--- src/rtl/regfile_dump_uart_tx_if.sv ---
// Probe/UART bundle for regfile_dump_uart_tx: start handshake, register-file probe
// address/data, serial line and status flags.
interface regfile_dump_uart_tx_if;
    logic        start;
    logic [4:0]  RegAddr;
    logic [31:0] RegData;
    logic        tx;
    logic        busy;
    logic        done;

    modport slave (
        input  start,
        input  RegData,
        output RegAddr,
        output tx,
        output busy,
        output done
    );

    modport master (
        output start,
        output RegData,
        input  RegAddr,
        input  tx,
        input  busy,
        input  done
    );
endinterface

--- src/rtl/regfile_dump_uart_tx.sv ---
// Walks the CPU register-file probe port and streams each 32-bit register MSB byte first
// as 8N1 UART frames. Define REGDUMP_CHECKSUM_EN to append an XOR checksum frame.
module regfile_dump_uart_tx #(
    parameter int CLKS_PER_BIT = 434,
    parameter int NUM_REGS     = 32,
    parameter int READ_LAT     = 1
) (
    input  logic                   clk,
    input  logic                   reset,
    regfile_dump_uart_tx_if.slave  bus
);

    localparam int             BW        = $clog2(CLKS_PER_BIT);
    localparam logic [BW-1:0]  BAUD_LAST = BW'(CLKS_PER_BIT - 1);
    localparam logic [BW-1:0]  BAUD_ONE  = BW'(1);
    localparam logic [1:0]     LAT_LAST  = 2'((READ_LAT > 0) ? (READ_LAT - 1) : 0);
    localparam logic [4:0]     ADDR_LAST = 5'(NUM_REGS - 1);

    typedef enum logic [2:0] {
        S_IDLE      = 3'd0,
        S_SETADDR   = 3'd1,
        S_CAPTURE   = 3'd2,
        S_START_BIT = 3'd3,
        S_DATA_BITS = 3'd4,
        S_STOP_BIT  = 3'd5,
        S_DONE      = 3'd6
`ifdef REGDUMP_CHECKSUM_EN
        , S_CHKSUM  = 3'd7
`endif
    } state_t;

    // With zero read latency the address wait is skipped entirely.
    localparam state_t S_FETCH = (READ_LAT > 0) ? S_SETADDR : S_CAPTURE;

    state_t         r_state, w_state;
    logic [BW-1:0]  r_baud,  w_baud;
    logic [1:0]     r_lat,   w_lat;
    logic [3:0]     r_bit,   w_bit;
    logic [1:0]     r_byte,  w_byte;
    logic [31:0]    r_word,  w_word;
    logic [4:0]     r_addr,  w_addr;
    logic           r_tx,    w_tx;
    logic           r_busy,  w_busy;
    logic           r_done,  w_done;
    logic [7:0]     w_tx_byte;
    logic           w_baud_end;
`ifdef REGDUMP_CHECKSUM_EN
    logic [7:0]     r_xor,   w_xor;
`endif

    assign w_baud_end  = (r_baud == BAUD_LAST);
    assign bus.RegAddr = r_addr;
    assign bus.tx      = r_tx;
    assign bus.busy    = r_busy;
    assign bus.done    = r_done;

    // Next-state, counter and registered-output computation.
    always_comb begin
        w_state   = r_state;
        w_baud    = r_baud;
        w_lat     = r_lat;
        w_bit     = r_bit;
        w_byte    = r_byte;
        w_word    = r_word;
        w_addr    = r_addr;
        w_tx      = 1'b1;
        w_tx_byte = 8'h00;
`ifdef REGDUMP_CHECKSUM_EN
        w_xor     = r_xor;
`endif
        case (r_state)
            S_IDLE: begin
                if (bus.start) begin
                    w_state = S_FETCH;
                    w_addr  = 5'd0;
                    w_lat   = 2'd0;
                    w_baud  = '0;
`ifdef REGDUMP_CHECKSUM_EN
                    w_xor   = 8'h00;
`endif
                end else begin
                    w_state = S_IDLE;
                end
            end
            S_SETADDR: begin
                if (r_lat == LAT_LAST) begin
                    w_state = S_CAPTURE;
                    w_lat   = 2'd0;
                end else begin
                    w_lat   = r_lat + 2'd1;
                end
            end
            S_CAPTURE: begin
                w_word  = bus.RegData;
                w_byte  = 2'd0;
                w_baud  = '0;
                w_state = S_START_BIT;
`ifdef REGDUMP_CHECKSUM_EN
                w_xor   = r_xor ^ bus.RegData[31:24] ^ bus.RegData[23:16]
                                ^ bus.RegData[15:8]  ^ bus.RegData[7:0];
`endif
            end
            S_START_BIT: begin
                if (w_baud_end) begin
                    w_baud  = '0;
                    w_bit   = 4'd0;
                    w_state = S_DATA_BITS;
                end else begin
                    w_baud  = r_baud + BAUD_ONE;
                end
            end
            S_DATA_BITS: begin
                if (w_baud_end) begin
                    w_baud = '0;
                    if (r_bit == 4'd7) begin
                        w_state = S_STOP_BIT;
                    end else begin
                        w_bit = r_bit + 4'd1;
                    end
                end else begin
                    w_baud = r_baud + BAUD_ONE;
                end
            end
            S_STOP_BIT: begin
                if (w_baud_end) begin
                    w_baud = '0;
                    if (r_byte != 2'd3) begin
                        w_byte  = r_byte + 2'd1;
                        w_word  = {r_word[23:0], 8'h00};
                        w_state = S_START_BIT;
                    end else if (r_addr < ADDR_LAST) begin
                        w_addr  = r_addr + 5'd1;
                        w_lat   = 2'd0;
                        w_state = S_FETCH;
                    end else begin
`ifdef REGDUMP_CHECKSUM_EN
                        w_bit   = 4'd0;
                        w_state = S_CHKSUM;
`else
                        w_state = S_DONE;
`endif
                    end
                end else begin
                    w_baud = r_baud + BAUD_ONE;
                end
            end
`ifdef REGDUMP_CHECKSUM_EN
            // Whole checksum frame in one state: bit 0 is start, 1..8 data, 9 stop.
            S_CHKSUM: begin
                if (w_baud_end) begin
                    w_baud = '0;
                    if (r_bit == 4'd9) begin
                        w_state = S_DONE;
                    end else begin
                        w_bit = r_bit + 4'd1;
                    end
                end else begin
                    w_baud = r_baud + BAUD_ONE;
                end
            end
`endif
            S_DONE: begin
                w_state = S_IDLE;
            end
            default: begin
                w_state = S_IDLE;
            end
        endcase

        w_busy = (w_state != S_IDLE);
        w_done = (w_state == S_DONE);

        // The line level is derived from the upcoming state so tx stays registered.
        case (w_state)
            S_START_BIT: begin
                w_tx = 1'b0;
            end
            S_DATA_BITS: begin
                w_tx_byte = w_word[31:24];
                w_tx      = w_tx_byte[w_bit[2:0]];
            end
`ifdef REGDUMP_CHECKSUM_EN
            S_CHKSUM: begin
                if (w_bit == 4'd0) begin
                    w_tx = 1'b0;
                end else if (w_bit == 4'd9) begin
                    w_tx = 1'b1;
                end else begin
                    w_tx_byte = w_xor;
                    w_tx      = w_tx_byte[3'(w_bit - 4'd1)];
                end
            end
`endif
            default: begin
                w_tx = 1'b1;
            end
        endcase
    end

    // State and datapath registers with synchronous active-low reset.
    always_ff @(posedge clk) begin
        if (!reset) begin
            r_state <= S_IDLE;
            r_baud  <= '0;
            r_lat   <= 2'd0;
            r_bit   <= 4'd0;
            r_byte  <= 2'd0;
            r_word  <= 32'h0000_0000;
            r_addr  <= 5'd0;
            r_tx    <= 1'b1;
            r_busy  <= 1'b0;
            r_done  <= 1'b0;
`ifdef REGDUMP_CHECKSUM_EN
            r_xor   <= 8'h00;
`endif
        end else begin
            r_state <= w_state;
            r_baud  <= w_baud;
            r_lat   <= w_lat;
            r_bit   <= w_bit;
            r_byte  <= w_byte;
            r_word  <= w_word;
            r_addr  <= w_addr;
            r_tx    <= w_tx;
            r_busy  <= w_busy;
            r_done  <= w_done;
`ifdef REGDUMP_CHECKSUM_EN
            r_xor   <= w_xor;
`endif
        end
    end

endmodule

--- src/flat_wrapper.sv ---
// flat-port wrapper written by rule: the top's interface ports become plain ports
module regfile_dump_uart_tx_flat 
#(
    parameter int CLKS_PER_BIT = 434,
    parameter int NUM_REGS     = 32,
    parameter int READ_LAT     = 1
)
  (clk, reset, bus_start, bus_RegData, bus_RegAddr, bus_tx, bus_busy, bus_done);
  regfile_dump_uart_tx_if bus_i ();
  input  logic clk;
  input  logic reset;
  input wire logic [$bits(bus_i.start)-1:0] bus_start;
  input wire logic [$bits(bus_i.RegData)-1:0] bus_RegData;
  output wire logic [$bits(bus_i.RegAddr)-1:0] bus_RegAddr;
  output wire logic [$bits(bus_i.tx)-1:0] bus_tx;
  output wire logic [$bits(bus_i.busy)-1:0] bus_busy;
  output wire logic [$bits(bus_i.done)-1:0] bus_done;
  assign bus_i.start = bus_start;
  assign bus_i.RegData = bus_RegData;
  assign bus_RegAddr = bus_i.RegAddr;
  assign bus_tx = bus_i.tx;
  assign bus_busy = bus_i.busy;
  assign bus_done = bus_i.done;
  regfile_dump_uart_tx #(.CLKS_PER_BIT(CLKS_PER_BIT), .NUM_REGS(NUM_REGS), .READ_LAT(READ_LAT)) u_core (.clk(clk), .reset(reset), .bus(bus_i));
endmodule
--- config.mk ---
export PLATFORM = sky130hd
export DESIGN_NAME = regfile_dump_uart_tx_flat
export DESIGN_NICKNAME = d
export VERILOG_FILES = /design/src/rtl/regfile_dump_uart_tx_if.sv /design/src/rtl/regfile_dump_uart_tx.sv /design/src/flat_wrapper.sv
export SDC_FILE = /design/constraint.sdc
export NUM_CORES = 1
export LEC_CHECK = 0
export CORE_ASPECT_RATIO = 1.1
export CORE_MARGIN = 2
export CORE_UTILIZATION = 49
export DETAILED_ROUTE_END_ITERATION = 10
export PLACE_DENSITY = 0.76
export SLEW_MARGIN = 40
export SYNTH_ARGS = -nofsm -noshare
export SYNTH_HDL_FRONTEND = slang
export SYNTH_SLANG_ARGS = --single-unit
--- constraint.sdc ---
create_clock -name clk -period 2.21 [get_ports clk]
set_input_delay 0.221 -clock clk [delete_from_list [all_inputs] [get_ports clk]]
set_output_delay 0.221 -clock clk [all_outputs]
set_load 0.01 [all_outputs]
# ---- After elaboration in Yosys (flattened, before gate mapping)
# Cells that the tools add are included.
dict set report classes {
  eq_ne 19
  div 0
  reduce_logical 14
  shift 0
  n_mul 0
  magnitude_cmp 2
  add_sub_neg 5
  n_mux 36
  bitwise 0
}
# cell n
set ops {}
lappend ops {{two-way mux 32 bit} 2}
lappend ops {{one-hot mux 32 bit (2 select lines)} 1}
lappend ops {{one-hot mux 9 bit (3 select lines)} 1}
lappend ops {{two-way mux 3 bit} 7}
lappend ops {{two-way mux 5 bit} 4}
lappend ops {{two-way mux 9 bit} 2}
lappend ops {{one-hot mux 3 bit (6 select lines)} 1}
lappend ops {{two-way mux 2 bit} 7}
lappend ops {{== test 3 bit, second input constant} 4}
lappend ops {{two-way mux 4 bit} 3}
lappend ops {{!= test 2 x 1 -> 1 bit, second input constant} 5}
lappend ops {{one-hot mux 5 bit (2 select lines)} 1}
lappend ops {{AND reduction 5 bit} 2}
lappend ops {{adder 9 x 1 -> 9 bit, second input constant} 1}
lappend ops {{== test 3 x 2 -> 1 bit, second input constant} 3}
lappend ops {{== test 9 bit, second input constant} 1}
lappend ops {{nonzero test 3 bit} 3}
lappend ops {{!= test 2 bit, second input constant} 4}
lappend ops {{one-hot mux 4 bit (2 select lines)} 1}
lappend ops {{one-hot mux 2 bit (3 select lines)} 1}
lappend ops {{nonzero test 2 bit} 3}
lappend ops {{adder 5 x 1 -> 5 bit, second input constant} 1}
lappend ops {{less-than comparator 5 bit, second input constant} 1}
lappend ops {{adder 2 x 1 -> 2 bit, second input constant} 2}
lappend ops {{other kinds (14)} 15}
dict set report word_totals {
  in_bits 35
  rom_bits 0
  latch_bits 0
  reg_bits 60
  memories 0
  elab_cells 88
  ramBits 0
  output_inout_bits 8
}

# ---- Depth between registers and ports, before layout
dict set report depth {
  ltp_word 7
  ltp_mapped 11
  depth_no_buf 8
}

# ---- Least setup slack after synthesis
# Ideal clock, no wire load.
dict set report synth_timing {
  path_kind {register to register}
  from {register u_core.r_baud[0]}
  to {register u_core.r_tx (netlist: u_core.bus.tx)}
  required_time_ps 2074
  setup_slack_ps -89
  n_path_buf 1
  arrival_ps 2163
  path_stages_with_launch 9
  synth_period_minus_slack_ps 2299
  cell_sequence {dfxtp_1 > ha_1 > and4b_1 > buf_4 > o211ai_2 > a221oi_2 > mux2_4 > a2111oi_4 > a41oi_2}
}
dict set report synth_between {
  elab_chain_len 6
  elab_cells_between_ends 15
  classes_between {eq/ne: 3; mux: 12}
}
# item line_no
set synth_lines {}
lappend synth_lines {{start: declaration} regfile_dump_uart_tx.sv:36} ;# logic [BW-1:0] r_baud, w_baud;
lappend synth_lines {{start signal: assignment} regfile_dump_uart_tx.sv:218} ;# r_baud <= w_baud;
lappend synth_lines {{== test 9 bit (*)} regfile_dump_uart_tx.sv:51} ;# assign w_baud_end = (r_baud == BAUD_LAST);
lappend synth_lines {{two-way mux 32 bit (tied with other cells)} regfile_dump_uart_tx.sv:125} ;# if (w_baud_end) begin
lappend synth_lines {{one-hot mux 32 bit (2 select lines) or one-hot mux 4 bit (2 select lines) (tied branches)} regfile_dump_uart_tx.sv:71} ;# case (r_state)
lappend synth_lines {{binary-select mux 1 bit (select 3 bit)} regfile_dump_uart_tx.sv:180} ;# w_tx = w_tx_byte[w_bit[2:0]];
lappend synth_lines {{two-way mux 1 bit (not written as such)} regfile_dump_uart_tx.sv:180}
lappend synth_lines {{one-hot mux 1 bit (2 select lines) (*)} regfile_dump_uart_tx.sv:174} ;# case (w_state)
lappend synth_lines {{end signal: assignment} regfile_dump_uart_tx.sv:224} ;# r_tx <= w_tx;
lappend synth_lines {{end: declaration} regfile_dump_uart_tx.sv:42} ;# logic r_tx, w_tx;
# Mark *: on every way between the ends. The rest lies on a longest branch, timed or not. The select of a mux whose other input is x is not followed.
# A chain may end at the register's enable or synchronous reset.

# ---- Worst setup path after layout
dict set report layout_timing {
  from {register u_core.r_state[0]}
  to {register u_core.r_tx (netlist: u_core.bus.tx)}
}
dict set report layout_between {
  elab_chain_len 5
  elab_cells_between_ends 19
  classes_between {eq/ne: 7; mux: 11; reduce/logical: 1}
}
# item line_no
set layout_lines {}
lappend layout_lines {{start: declaration} regfile_dump_uart_tx.sv:35} ;# state_t r_state, w_state;
lappend layout_lines {{start signal: assignment} regfile_dump_uart_tx.sv:217} ;# r_state <= w_state;
lappend layout_lines {{== test 3 bit (tied with other cells)} regfile_dump_uart_tx.sv:71}
lappend layout_lines {{one-hot mux 32 bit (2 select lines) (tied with other cells)} regfile_dump_uart_tx.sv:71}
lappend layout_lines {{binary-select mux 1 bit (select 3 bit) or one-hot mux 3 bit (6 select lines) (tied branches)} {regfile_dump_uart_tx.sv:180, regfile_dump_uart_tx.sv:71}}
lappend layout_lines {{two-way mux 1 bit (not written as such) (tied with other cells)} regfile_dump_uart_tx.sv:180}
lappend layout_lines {{one-hot mux 1 bit (2 select lines) (*)} regfile_dump_uart_tx.sv:174}
# Marked as above.

==> impl_metrics.tcl <==
set metrics [dict create \
    cts_root_buf "clkbuf_8" \
    syn2layout_area_growth_pct 31.5 \
    drt-total-wl_mm 7.69 \
    start_kind "flip-flop" \
    report.final.setup_viol 0 \
    p_clk_frac 0.384 \
    setup_slack_ns 0.0298 \
    fin_area_um2 3980 \
    finalClockSkew_ns 0.0104 \
    synth.area.top_cells "dfxtp_1 (40%), nor2_1 (6.3%), a222oi_1 (5.3%)" \
    min_period_over_period 0.987 \
    wire_per_inst_um 15.8 \
    postSynthAreaPerCell_um2 9.08 \
    slew_headroom 0.626 \
    antenna_left 0 \
    clkSinkCount 60 \
    vias 2917 \
    antenna_found_initial 0 \
    power.internal_uw 1950 \
    cts.clk_slew.worst_paths_ns 0.07 \
    grt_use_total 0.235 \
    critPathRequiredTime_ns 2.43 \
    grt_max_degree 30 \
    htree_num_levels 3 \
    path_max_fanout 8 \
    clockBufferDepth 2 \
    grt_overflow 0 \
    cap_violations 0 \
    final_util 0.654 \
    ys_async_sr_fraction 0 \
    synth_top_area_cell "dfxtp_1" \
    grt_pass1_wl_mm 12.6 \
    final_common_cell "dfxtp_1" \
    slew_viol_final 0 \
    syn_inst 333 \
    drt-initial-drc-count 198 \
    dieArea_um2 6810 \
    drive_above_1_share 0.194 \
    nNetsFinal 444 \
    rsz0062_at_grt "yes" \
    vdd_ir_drop_max_uv 397 \
    core_area_um2 6080 \
    synth_top_flop_cell "dfxtp_1" \
    min_period_ns 2.18 \
    rows 30 \
    start_util 0.497 \
    synth.distinct_cells 68 \
    ys_ff_latch 60 \
    worst_pin_slew_ns 0.556 \
    p_sw_uw 705 \
    fp.dieW_um 78.9 \
    place_ws_ns 0.00613 \
    holdBufCountCts 0 \
    cp-end-kind "flip-flop" \
    viasPerCell 5.99 \
    cp.arrival_ns 2.40 \
    yosysTopAreaCellShare 0.397 \
    fin_hold_ws_ns 0.477 \
    p_leak_uw 0.00147 \
    ys.warnings.count 0 \
    hp-start "u_core.r_byte[1]" \
    reg2reg_from "u_core.r_state[0]" \
    die_h_um 86.4 \
    globalplace.congestion 0.959 \
    syn_area_um2 3020 \
    ys_seq_area_frac 0.397 \
    fmax_mhz 459 \
    most-common-layout-cells "dfxtp_1 (57), nor2_1 (51), clkdlybuf4s50_1 (42)" \
    regToRegSetupSlack_ns 0.03 \
    sw_frac_of_total 0.266 \
    placed_cell_area_um2 3740 \
    syn-num-nets 375 \
    crit_start "u_core.r_state[0]" \
    finalHoldViolCount 0 \
    clk_latency_ns 0.34 \
    hpwl_mm 5.52 \
    drt_pass1_iterations 5 \
    post-route-drc-count 0 \
    power_uw 2650 \
    diodes 0 \
    io_pins 43 \
    portBuffers 42 \
    criticalPathCategory "flip-flop to flip-flop" \
    powerDensity_nw_per_um2 668 \
    status "completed" \
    numCtsBuffers 9 \
    synth_edf_count 0 \
    tritoncts "yes" \
    seqPwrFrac 0.444 \
    cts_setup_buffers 0 \
    p_comb_frac 0.171 \
    hp-class "flip-flop to flip-flop" \
    grt_pass1_vias 2802 \
]
-- state kept, by name, summed over array words and instances, names as in the netlist --
signal,cells
u_core.r_word,32
u_core.r_bit,4
u_core.r_lat,2
u_core.bus.done,1
u_core.bus.tx,1
u_core.r_state,3
u_core.r_byte,2
u_core.bus.RegAddr,5
u_core.r_baud,9
u_core.bus.busy,1
-- synthesized netlist by cell type (6+ instances only) --
cell type,number
a21oi_1,10
a222oi_1,16
a22oi_1,12
nor2_1,51
o211ai_1,8
nand3_1,9
nor3_1,6
nand2_1,11
o21ai_0,7
a31oi_1,13
dfxtp_1,60
xor2_1,6
ha_1,7
nand4_1,8
clkbuf_1,9
inv_1,6
buf_2,7
-- timing repair --
action,in CTS,in global routing
pin swaps,0,4
setup endpoints to repair,1,7
resized for setup,1,8
-- kinds of logic (layout without fill, tap and decap cells) --
kind of cell	Yosys count	after routing	share of synthesized area
flip-flops	60	60	0.397
AO/OA/AOI/OAI	92	92	0.245
multiplexers	2	2	0.00828
AND/OR/NAND/NOR	130	130	0.240
XOR/XNOR	11	11	0.0319
adder cells (fa/ha/maj)	7	7	0.0290
buffers and inverters	31	105	0.0488
-- layer usage --
metal | vias to the layer above | global-route usage | routed length, µm
li1 | 1405 | - | -
met1 | 1401 | 0.268 | 3310
met2 | 93 | 0.410 | 3860
met3 | 18 | 0.0500 | 333
met4 | 0 | 0.125 | 191
met5 | - | 0 | 0
-- power groups by stage --
stage | clock [µW] | sequential [µW] | combinational, µW
2_1_floorplan | 0 | 1190 | 272
3_3_place_gp | 0 | 1200 | 436
3_5_place_dp | 0 | 1200 | 441
4_1_cts | 1040 | 1180 | 446
5_1_grt | 1080 | 1180 | 494
6_report | 1020 | 1180 | 455
-- critical path, stage by stage (launching register included) --
cell and delay, ns:
dfxtp_1 0.50, and3b_1 0.31, o211ai_4 0.12, a221oi_4 0.33, mux2_4 0.34, a2111oi_4 0.31, a41oi_2 0.15
-- final timing paths --
check / cells past startpoint / to
max reg2reg: 6 / u_core.bus.tx
max: 6 / u_core.bus.tx
min reg2reg: 2 / u_core.r_byte[1]
min: 2 / u_core.r_byte[1]
-- area by class of cell --
class | count | area, µm²
Inverter | 7 | 26.3
Timing Repair Buffer | 82 | 721
Clock inverter | 4 | 47.5
Multi-Input combinational cell | 242 | 1720
Fill cell | 542 | 2110
Tap cell | 80 | 100
Clock buffer | 12 | 155
Sequential cell | 60 | 1200
-- through the flow --
step,std cells,setup TNS (ns)
after floorplan,333,0
after CTS,487,0
after detailed placement,471,0
after global routing,487,-0.107
after global placement,471,0
final,487,0
Power figures use the tool's default switching activity.
